<file path="src/rtl/mbist_pkg.sv">
// Shared types and the March C- element table for the memory BIST sequencer.
package mbist_pkg;

    typedef enum logic [1:0] {
        ST_IDLE  = 2'd0,
        ST_RUN   = 2'd1,
        ST_DRAIN = 2'd2,
        ST_DONE  = 2'd3
    } state_t;

    typedef enum logic [2:0] {
        E0 = 3'd0,
        E1 = 3'd1,
        E2 = 3'd2,
        E3 = 3'd3,
        E4 = 3'd4,
        E5 = 3'd5
    } elem_t;

    localparam logic BG_ZERO = 1'b0;
    localparam logic BG_ONE  = 1'b1;

    // op0 is always issued; op1 only when two_ops is set
    typedef struct packed {
        logic two_ops;
        logic down;
        logic op0_wr;
        logic op0_bg;
        logic op1_wr;
        logic op1_bg;
    } elem_desc_t;

    localparam elem_desc_t [5:0] ELEM_TABLE = {
        elem_desc_t'{1'b0, 1'b0, 1'b0, BG_ZERO, 1'b0, BG_ZERO},  // E5 up   (r0)
        elem_desc_t'{1'b1, 1'b1, 1'b0, BG_ONE,  1'b1, BG_ZERO},  // E4 down (r1, w0)
        elem_desc_t'{1'b1, 1'b1, 1'b0, BG_ZERO, 1'b1, BG_ONE },  // E3 down (r0, w1)
        elem_desc_t'{1'b1, 1'b0, 1'b0, BG_ONE,  1'b1, BG_ZERO},  // E2 up   (r1, w0)
        elem_desc_t'{1'b1, 1'b0, 1'b0, BG_ZERO, 1'b1, BG_ONE },  // E1 up   (r0, w1)
        elem_desc_t'{1'b0, 1'b0, 1'b1, BG_ZERO, 1'b0, BG_ZERO}   // E0 up   (w0)
    };

    function automatic elem_desc_t elem_desc(input elem_t e);
        return (e > E5) ? ELEM_TABLE[0] : ELEM_TABLE[e];
    endfunction

endpackage

</file>
<file path="src/rtl/mbist_addr_gen.sv">
// Loadable up/down address counter; 'last' flags the terminal address of the current sweep.
module mbist_addr_gen #(
    parameter int ADDR_W = 4
) (
    input  logic              clk,
    input  logic              rst_n,
    input  logic              load,
    input  logic              load_down,
    input  logic              step,
    output logic [ADDR_W-1:0] addr,
    output logic              last
);

    logic [ADDR_W-1:0] addr_reg;
    logic              down_reg;

    always_ff @(posedge clk or negedge rst_n) begin
        if (!rst_n) begin
            addr_reg <= '0;
            down_reg <= 1'b0;
        end else if (load) begin
            down_reg <= load_down;
            addr_reg <= load_down ? {ADDR_W{1'b1}} : {ADDR_W{1'b0}};
        end else if (step) begin
            addr_reg <= down_reg ? addr_reg - 1'b1 : addr_reg + 1'b1;
        end
    end

    assign addr = addr_reg;
    assign last = down_reg ? (addr_reg == {ADDR_W{1'b0}}) : (addr_reg == {ADDR_W{1'b1}});

endmodule

</file>
<file path="src/rtl/mbist_march_ctrl.sv">
// March C- sequencer: one SRAM op per RUN cycle, one-stage read compare, sticky fail capture.
module mbist_march_ctrl
    import mbist_pkg::*;
#(
    parameter int ADDR_W = 4,
    parameter int DATA_W = 8
) (
    input  logic              clk,
    input  logic              rst_n,
    input  logic              start,
    input  logic              abort,
    output logic              mem_en,
    output logic              mem_we,
    output logic [ADDR_W-1:0] mem_addr,
    output logic [DATA_W-1:0] mem_wdata,
    input  logic [DATA_W-1:0] mem_rdata,
    output logic              busy,
    output logic              done,
    output logic              fail,
    output logic [ADDR_W-1:0] fail_addr,
    output logic [2:0]        fail_elem,
    output logic [7:0]        fail_count
);

    state_t            state_reg, state_next;
    elem_t             elem_reg, elem_next;
    logic              op_idx_reg;
    elem_desc_t        desc, next_desc;
    logic              cur_wr, cur_bg, last_op;
    logic [ADDR_W-1:0] ag_addr;
    logic              ag_last, ag_load, ag_load_down, ag_step;
    logic              start_run, run_adv, elem_end, final_op;

    logic              cmp_valid_reg;
    logic [DATA_W-1:0] cmp_exp_reg;
    logic [ADDR_W-1:0] cmp_addr_reg;
    elem_t             cmp_elem_reg;
    logic              miscompare;

    logic              fail_reg;
    logic [ADDR_W-1:0] fail_addr_reg;
    logic [2:0]        fail_elem_reg;
    logic [7:0]        fail_count_reg;

    assign desc      = elem_desc(elem_reg);
    assign elem_next = elem_t'(elem_reg + 3'd1);
    assign next_desc = elem_desc(elem_next);
    assign cur_wr    = op_idx_reg ? desc.op1_wr : desc.op0_wr;
    assign cur_bg    = op_idx_reg ? desc.op1_bg : desc.op0_bg;
    assign last_op   = !desc.two_ops || op_idx_reg;

    assign start_run = ((state_reg == ST_IDLE) || (state_reg == ST_DONE)) && start;
    assign run_adv   = (state_reg == ST_RUN) && !abort;
    assign elem_end  = last_op && ag_last;
    assign final_op  = elem_end && (elem_reg == E5);

    // Element boundaries reload the counter rather than relying on wrap-around
    assign ag_load      = start_run || (run_adv && elem_end && (elem_reg != E5));
    assign ag_load_down = start_run ? 1'b0 : next_desc.down;
    assign ag_step      = run_adv && last_op && !ag_last;

    mbist_addr_gen #(.ADDR_W(ADDR_W)) u_addr_gen (
        .clk       (clk),
        .rst_n     (rst_n),
        .load      (ag_load),
        .load_down (ag_load_down),
        .step      (ag_step),
        .addr      (ag_addr),
        .last      (ag_last)
    );

    always_ff @(posedge clk or negedge rst_n) begin
        if (!rst_n) state_reg <= ST_IDLE;
        else        state_reg <= state_next;
    end

    always_comb begin
        state_next = state_reg;
        case (state_reg)
            ST_IDLE, ST_DONE: if (start) state_next = ST_RUN;
            ST_RUN: begin
                if (abort)         state_next = ST_IDLE;
                else if (final_op) state_next = ST_DRAIN;
            end
            ST_DRAIN: state_next = abort ? ST_IDLE : ST_DONE;
            default:  state_next = ST_IDLE;
        endcase
    end

    always_comb begin
        mem_en    = 1'b0;
        mem_we    = 1'b0;
        mem_addr  = '0;
        mem_wdata = '0;
        busy      = (state_reg == ST_RUN) || (state_reg == ST_DRAIN);
        done      = (state_reg == ST_DONE);
        if (state_reg == ST_RUN) begin
            mem_en   = 1'b1;
            mem_we   = cur_wr;
            mem_addr = ag_addr;
            if (cur_wr) mem_wdata = {DATA_W{cur_bg}};
        end
    end

    always_ff @(posedge clk or negedge rst_n) begin
        if (!rst_n) begin
            elem_reg      <= E0;
            op_idx_reg    <= 1'b0;
            cmp_valid_reg <= 1'b0;
            cmp_exp_reg   <= '0;
            cmp_addr_reg  <= '0;
            cmp_elem_reg  <= E0;
        end else if (start_run) begin
            elem_reg      <= E0;
            op_idx_reg    <= 1'b0;
            cmp_valid_reg <= 1'b0;
        end else if (run_adv) begin
            op_idx_reg    <= !last_op;
            if (elem_end && (elem_reg != E5)) elem_reg <= elem_next;
            cmp_valid_reg <= !cur_wr;
            cmp_exp_reg   <= {DATA_W{cur_bg}};
            cmp_addr_reg  <= ag_addr;
            cmp_elem_reg  <= elem_reg;
        end else begin
            cmp_valid_reg <= 1'b0;
        end
    end

    // Abort discards the compare that would otherwise land this cycle
    assign miscompare = cmp_valid_reg && !abort && (mem_rdata != cmp_exp_reg);

    always_ff @(posedge clk or negedge rst_n) begin
        if (!rst_n) begin
            fail_reg       <= 1'b0;
            fail_addr_reg  <= '0;
            fail_elem_reg  <= '0;
            fail_count_reg <= '0;
        end else if (start_run) begin
            fail_reg       <= 1'b0;
            fail_addr_reg  <= '0;
            fail_elem_reg  <= '0;
            fail_count_reg <= '0;
        end else if (miscompare) begin
            if (fail_count_reg != 8'hFF) fail_count_reg <= fail_count_reg + 8'd1;
            if (!fail_reg) begin
                fail_reg      <= 1'b1;
                fail_addr_reg <= cmp_addr_reg;
                fail_elem_reg <= cmp_elem_reg;
            end
        end
    end

    assign fail       = fail_reg;
    assign fail_addr  = fail_addr_reg;
    assign fail_elem  = fail_elem_reg;
    assign fail_count = fail_count_reg;

endmodule

</file>
<file path="config.mk">
export PLATFORM = sky130hd
export DESIGN_NAME = mbist_march_ctrl
export DESIGN_NICKNAME = d
export VERILOG_FILES = /design/src/rtl/mbist_pkg.sv /design/src/rtl/mbist_addr_gen.sv /design/src/rtl/mbist_march_ctrl.sv
export SDC_FILE = /design/constraint.sdc
export NUM_CORES = 1
export LEC_CHECK = 0
export CAP_MARGIN = 20
export CORE_AREA = 5 5 69 71
export CTS_BUF_LIST = sky130_fd_sc_hd__clkbuf_2
export CTS_CLUSTER_SIZE = 20
export DETAILED_ROUTE_END_ITERATION = 16
export DIE_AREA = 0 0 74 76
export PLACE_DENSITY = 0.88
export SLEW_MARGIN = 20
export SYNTH_ARGS = -nofsm -noshare
export SYNTH_HDL_FRONTEND = slang
export SYNTH_SLANG_ARGS = --single-unit
</file>
<file path="constraint.sdc">
create_clock -name clk -period 2.7 [get_ports clk]
set_input_delay 0.54 -clock clk [delete_from_list [all_inputs] [get_ports clk]]
set_output_delay 0.54 -clock clk [all_outputs]
set_load 0.03 [all_outputs]
</file>
; After elaboration in Yosys (flattened, before gate mapping)
; Memories as Yosys holds them, arrays and structs flattened.
; Index checks and enable logic that the tools add are counted.
[totals]
reg_bits = 36
latch_bits = 0
ramBits = 0
romBits = 96
input_bits = 12
output_inout_bits = 32
word_cells = 108
mem_count = 2
[op_classes]
add_sub_neg = 4
multipliers = 0
div_mod_pow = 0
magnitude_cmp = 4
n_eq_ne = 11
shifts = 0
mux = 40
bitwise_logic = 1
n_reduce_logical = 33
[memory_table]
columns = name, words, word_bits, rd, rd_clocked_by_memory_dff, write_ports, line
row1 = (no name shown), 8, 6, 1, 0, 0, mbist_pkg.sv:43  ; return (e > E5) ? ELEM_TABLE[0] : ELEM_TABLE[e];
row2 = (no name shown), 8, 6, 1, 0, 0, mbist_pkg.sv:43
[ops]
columns = op, n
row1 = $mux 8, 5
row2 = $mux 4, 8
row3 = $mux 3, 6
row4 = $mux 1, 12
row5 = $mux 6, 2
row6 = $logic_and 1x1->1, 11
row7 = $mux 5, 2
row8 = $reduce_and 2->1, 5
row9 = $reduce_bool 2->1, 5
row10 = $add 8x1->8 const B, 1
row11 = $lt 3x4->1 const B, 2
row12 = $mux 2, 4
row13 = $ne 8x8->1, 1
row14 = $ne 8x8->1 const B, 1
row15 = $gt 3x3->1 const B, 2
row16 = $ne 3x3->1 const B, 2
row17 = $pmux 2 s3, 1
row18 = $logic_not 1->1, 5
row19 = $add 4x1->4 const B, 1
row20 = $eq 2x2->1 const B, 2
row21 = $eq 4x4->1 const B, 1
row22 = $logic_not 4->1, 1
row23 = $logic_or 1x1->1, 4
row24 = $ne 2x2->1 const B, 2
row25 = other kinds (7), 7

; Depth between registers and ports, before layout
[logic_depth]
word_depth = 10
mapped_depth = 8
depth_no_buf = 7

; Modules after synthesis
; From an unflattened synthesis, not the netlist that was laid out.
[unflattened]
hier_cells = 242
hier_area_um2 = 2329.7
[modules_own_cells]
columns = module, n_inst, cells_each, area_each_um2, seq_area_each_um2
row1 = mbist_march_ctrl, 1, 203, 1953.1, 775.7
row2 = mbist_addr_gen, 1, 39, 376.6, 125.1

; Worst setup path before layout
; No wires, ideal clock.
[synth_path]
path_type = register -> output
from = register elem_reg[0]
to = output port mem_wdata[1]
arrival_time_ps = 2339
t_required_ps = 2160
slack_ps = -179
stages_incl_launch_ff = 8
path_buffers = 1
cell_sequence = dfrtp_1 -> inv_1 -> ha_1 -> inv_1 -> mux4_2 -> and2_1 -> nor2b_1 -> buf_4
[synth_via]
elab_chain_cells = 6
elab_cells_between_ends = 8
cone_classes = 1 x order compare / 6 x mux / 1 x memory
[synth_lines]
columns = item, line
row1 = "start, declared", mbist_march_ctrl.sv:26  ; elem_t elem_reg, elem_next;
row2 = "start signal, assigned", mbist_march_ctrl.sv:119  ; if (elem_end && (elem_reg != E5)) elem_reg <= elem_next;
row3 = $mem_v2 8x6, -
row4 = $mux 6 (not written as such), mbist_pkg.sv:43
row5 = $mux 6 (*), mbist_pkg.sv:43
row6 = "$mux 1, on equally long branches", "mbist_march_ctrl.sv:49, mbist_march_ctrl.sv:48"
row7 = $mux 8 (*), mbist_march_ctrl.sv:101  ; if (cur_wr) mem_wdata = {DATA_W{cur_bg}};
row8 = $mux 8 (*), mbist_march_ctrl.sv:97  ; if (state_reg == ST_RUN) begin
row9 = "end, declared", mbist_march_ctrl.sv:15  ; output logic [DATA_W-1:0] mem_wdata,
; Mark *: on every way between the ends. The rest lies on a longest branch, timed or not. The select of a mux whose other input is x is not followed.

; Final worst setup path
[layout_path]
from = register elem_reg[1]
to = output port mem_wdata[3]
; Same word-level chain as after synthesis.

==> flow_summary.toml <==
[power]
p_leak_nw = 1.21
p_per_area_nw_per_um2 = 823
irDropWorstVdd_v = 0.000554

[grt]
grt_usage_pct = 17.7
grt_pass1_vias = 1764
antenna_found_initial = 0
grt_overflow_total = 0
grt_pass1_wl_um = 7970
grt_max_degree = 37

[yosys]
synth_mux_area_share_pct = 5.91
synth_top_area_cell = "dfrtp_1"
ys_top_cells_by_area = "dfrtp_1 43%, ha_1 6.6%, nand2_1 4.3%"
yosys.cell_count.top_type = "dfrtp_1"
synth_cells = 219
netlist_area_um2 = 2090
synthSimpleGateAreaFrac_pct = 22.9
synth_cell_type_count = 46
async_flop_share_pct = 100
synth-xor-area-share_pct = 2.51
ys_warn_count = 0
avgSynthCellArea_um2 = 9.56
synth.net_count = 243
seq_area_frac_synth_pct = 43.0
ys_ff_latch = 36
synthAdderAreaFrac_pct = 7.53
synth_top_area_share_pct = 43.0
ys.flop_type = "dfrtp_1"
synth_commonest_cells = "36 x dfrtp_1, 24 x nand2_1, 17 x o21ai_0"
synth_top_family_by_area = "simple AND/OR/NAND/NOR gates"
synth_compound_area_share_pct = 12.1
synth_edf_count = 0

[floorplanning]
start_util_pct = 50.2
pin_count = 44
die_h_um = 76
die_area_um2 = 5620
core_region_area_um2 = 4170
die_w_um = 74
fp-row-count = 24

[drt]
wl_met3_um = 224
post-route-drc-count = 0
wl_per_cell_um = 14.2
dr.first_iter.drc_count = 107
via_per_inst = 5.44
dr.max_layer_used = "met4"
ant_nets = 0
wl_met1_um = 1970
met2_length_um = 2290
wl_um = 4560
vias = 1746
drtPass1Iterations = 4

[place]
port_buffers = 43
post_dp_cell_area_um2 = 2600
dp_hpwl_um = 3320
globalplace.congestion = 0.812

[clocking]
cts_tree = "done"
clockRootBuffer = "clkbuf_2"
numCtsBuffers = 5
clock_latency_ns = 0.40
cts.path.max_buffers = 2
path_clk_slew_ns = 0.20
clock-sinks = 36
htree_num_levels = 2

[final_layout]
antenna_cells = 0
area.growth.synth_to_final_pct = 26.5
drive_above_1_share_pct = 18.2
fillCellCount = 341
final_nets = 292
final_cell_area_um2 = 2650
largest_register_ffs = 8

[sta]
min_period_over_period_pct = 98.1
drv_slew = 0
setup_viol = 0
min_period_ns = 2.65
rsz0062_at_grt = "yes"
fin_skew_ns = 0.0144
whs_ns = 0.516
hold_viol_final = 0
tightestPinTransition_ns = 0.475
max_freq_mhz = 378
slew_headroom_pct = 68.2

[critical_path]
cp_data_arrival_time_ns = 2.11
worstPathRequired_ns = 2.16
crit_type = "flip-flop to output port"
cp-end-kind = "output port"
cp-start-kind = "flip-flop"
path_max_fanout = 8

[job]
drv_cap = 0

[status]
status = "complete, no violations"

[hold_path]
hold_class = "input port to async pin"
[through the flow]
stage / setup TNS [ns] / cells / utilization [%] / setup slack (ns) / power [W]
floorplan: 0 / 219 / - / 0.0803 / 0.00148
global placement: 0 / 311 / 62.2 / 0.0463 / 0.00181
detailed placement: -0.310 / 311 / 62.2 / -0.0482 / 0.00184
CTS: -0.122 / 321 / 63.2 / -0.0204 / 0.00220
global route: -0.482 / 321 / 63.5 / -0.0632 / 0.00233
finish: 0 / 321 / 63.5 / 0.0522 / 0.00218
[area by class of cell]
type	instances	area [µm²]	share of cell area, %
Tap cell	52	65.1	2.46
Clock buffer	5	25.0	0.944
Sequential cell	36	901	34.0
Timing Repair Buffer	57	500	18.9
Multi-Input combinational cell	157	1070	40.6
Clock inverter	3	42.5	1.61
Inverter	11	41.3	1.56
[what timing repair did]
item | in CTS | in global routing
endpoints found under the setup margin | 9 | 13
buffers inserted | 2 | 0
hold endpoints to repair | 0 | 0
gates resized for setup | 43 | 7
hold buffers | 0 | 0
[cells in the final DEF, fill, tap and decap left out, types with 2 or more instances in the layout]
| cell type | instances |
|---|---|
| dfrtp_1 | 36 |
| clkdlybuf4s50_1 | 30 |
| nand2_1 | 24 |
| o21ai_0 | 17 |
| nor2_1 | 15 |
| nand3_1 | 14 |
| buf_4 | 14 |
| ha_1 | 11 |
| inv_1 | 9 |
| a21oi_1 | 8 |
| buf_2 | 8 |
| or3_1 | 6 |
| clkbuf_2 | 6 |
| and2_1 | 5 |
| nand4_1 | 4 |
| nor3_1 | 4 |
| dlymetal6s2s_1 | 4 |
| mux2i_1 | 3 |
| xor2_1 | 3 |
| o22a_1 | 3 |
| xnor2_1 | 3 |
| mux2_2 | 3 |
| inv_2 | 2 |
| nor2b_1 | 2 |
| o21a_1 | 2 |
| nor4_1 | 2 |
| nand2b_1 | 2 |
| a31oi_1 | 2 |
| a31o_2 | 2 |
| a211oi_1 | 2 |
[per-layer routing]
layer / vias to the layer above / GRT usage, %
met5: - / 0
met4: 0 / 6.16
met3: 8 / 4.49
met2: 45 / 29.2
met1: 834 / 22.2
li1: 859 / -
[worst max-delay path, stage by stage (launching register included)]
cell and delay (ns):
dfrtp_1 0.43, buf_4 0.14, buf_4 0.14, mux4_2 0.48
and2_1 0.19, nor2b_4 0.14, buf_2 0.18
[path summary, 6_finish.rpt]
check | slack [ns] | to | cells past startpoint | startpoint
worst max-delay path | 0.05 | mem_wdata[3] | 6 | elem_reg[1]
worst min-delay path | 0.52 | fail_count[3] | 2 | rst_n
worst max register to register | 0.49 | u_addr_gen.addr[0] | 8 | state_reg[1]
worst min register to register | 0.52 | cmp_addr_reg[1] | 2 | cmp_addr_reg[1]
max in group asynchronous | 1.84 | fail_count[6] | 2 | rst_n
min in group clk | 0.52 | cmp_addr_reg[1] | 2 | cmp_addr_reg[1]
[logic make-up after synthesis]
family | count (synthesis)
XOR/XNOR | 6
flip-flops | 36
buffers and inverters | 26
multiplexers | 9
adder cells (fa/ha/maj) | 12
AND/OR/NAND/NOR | 89
AO/OA/AOI/OAI | 41
[where the power goes]
group          internal (W)  leakage [nW]  switching (W)  total [W]
Clock              0.000155        0.0390       0.000195   0.000350
Sequential         0.000642         0.481       0.000105   0.000747
Combinational      0.000486         0.690       0.000599    0.00108
Note: power is estimated with default switching activity, not from simulation.
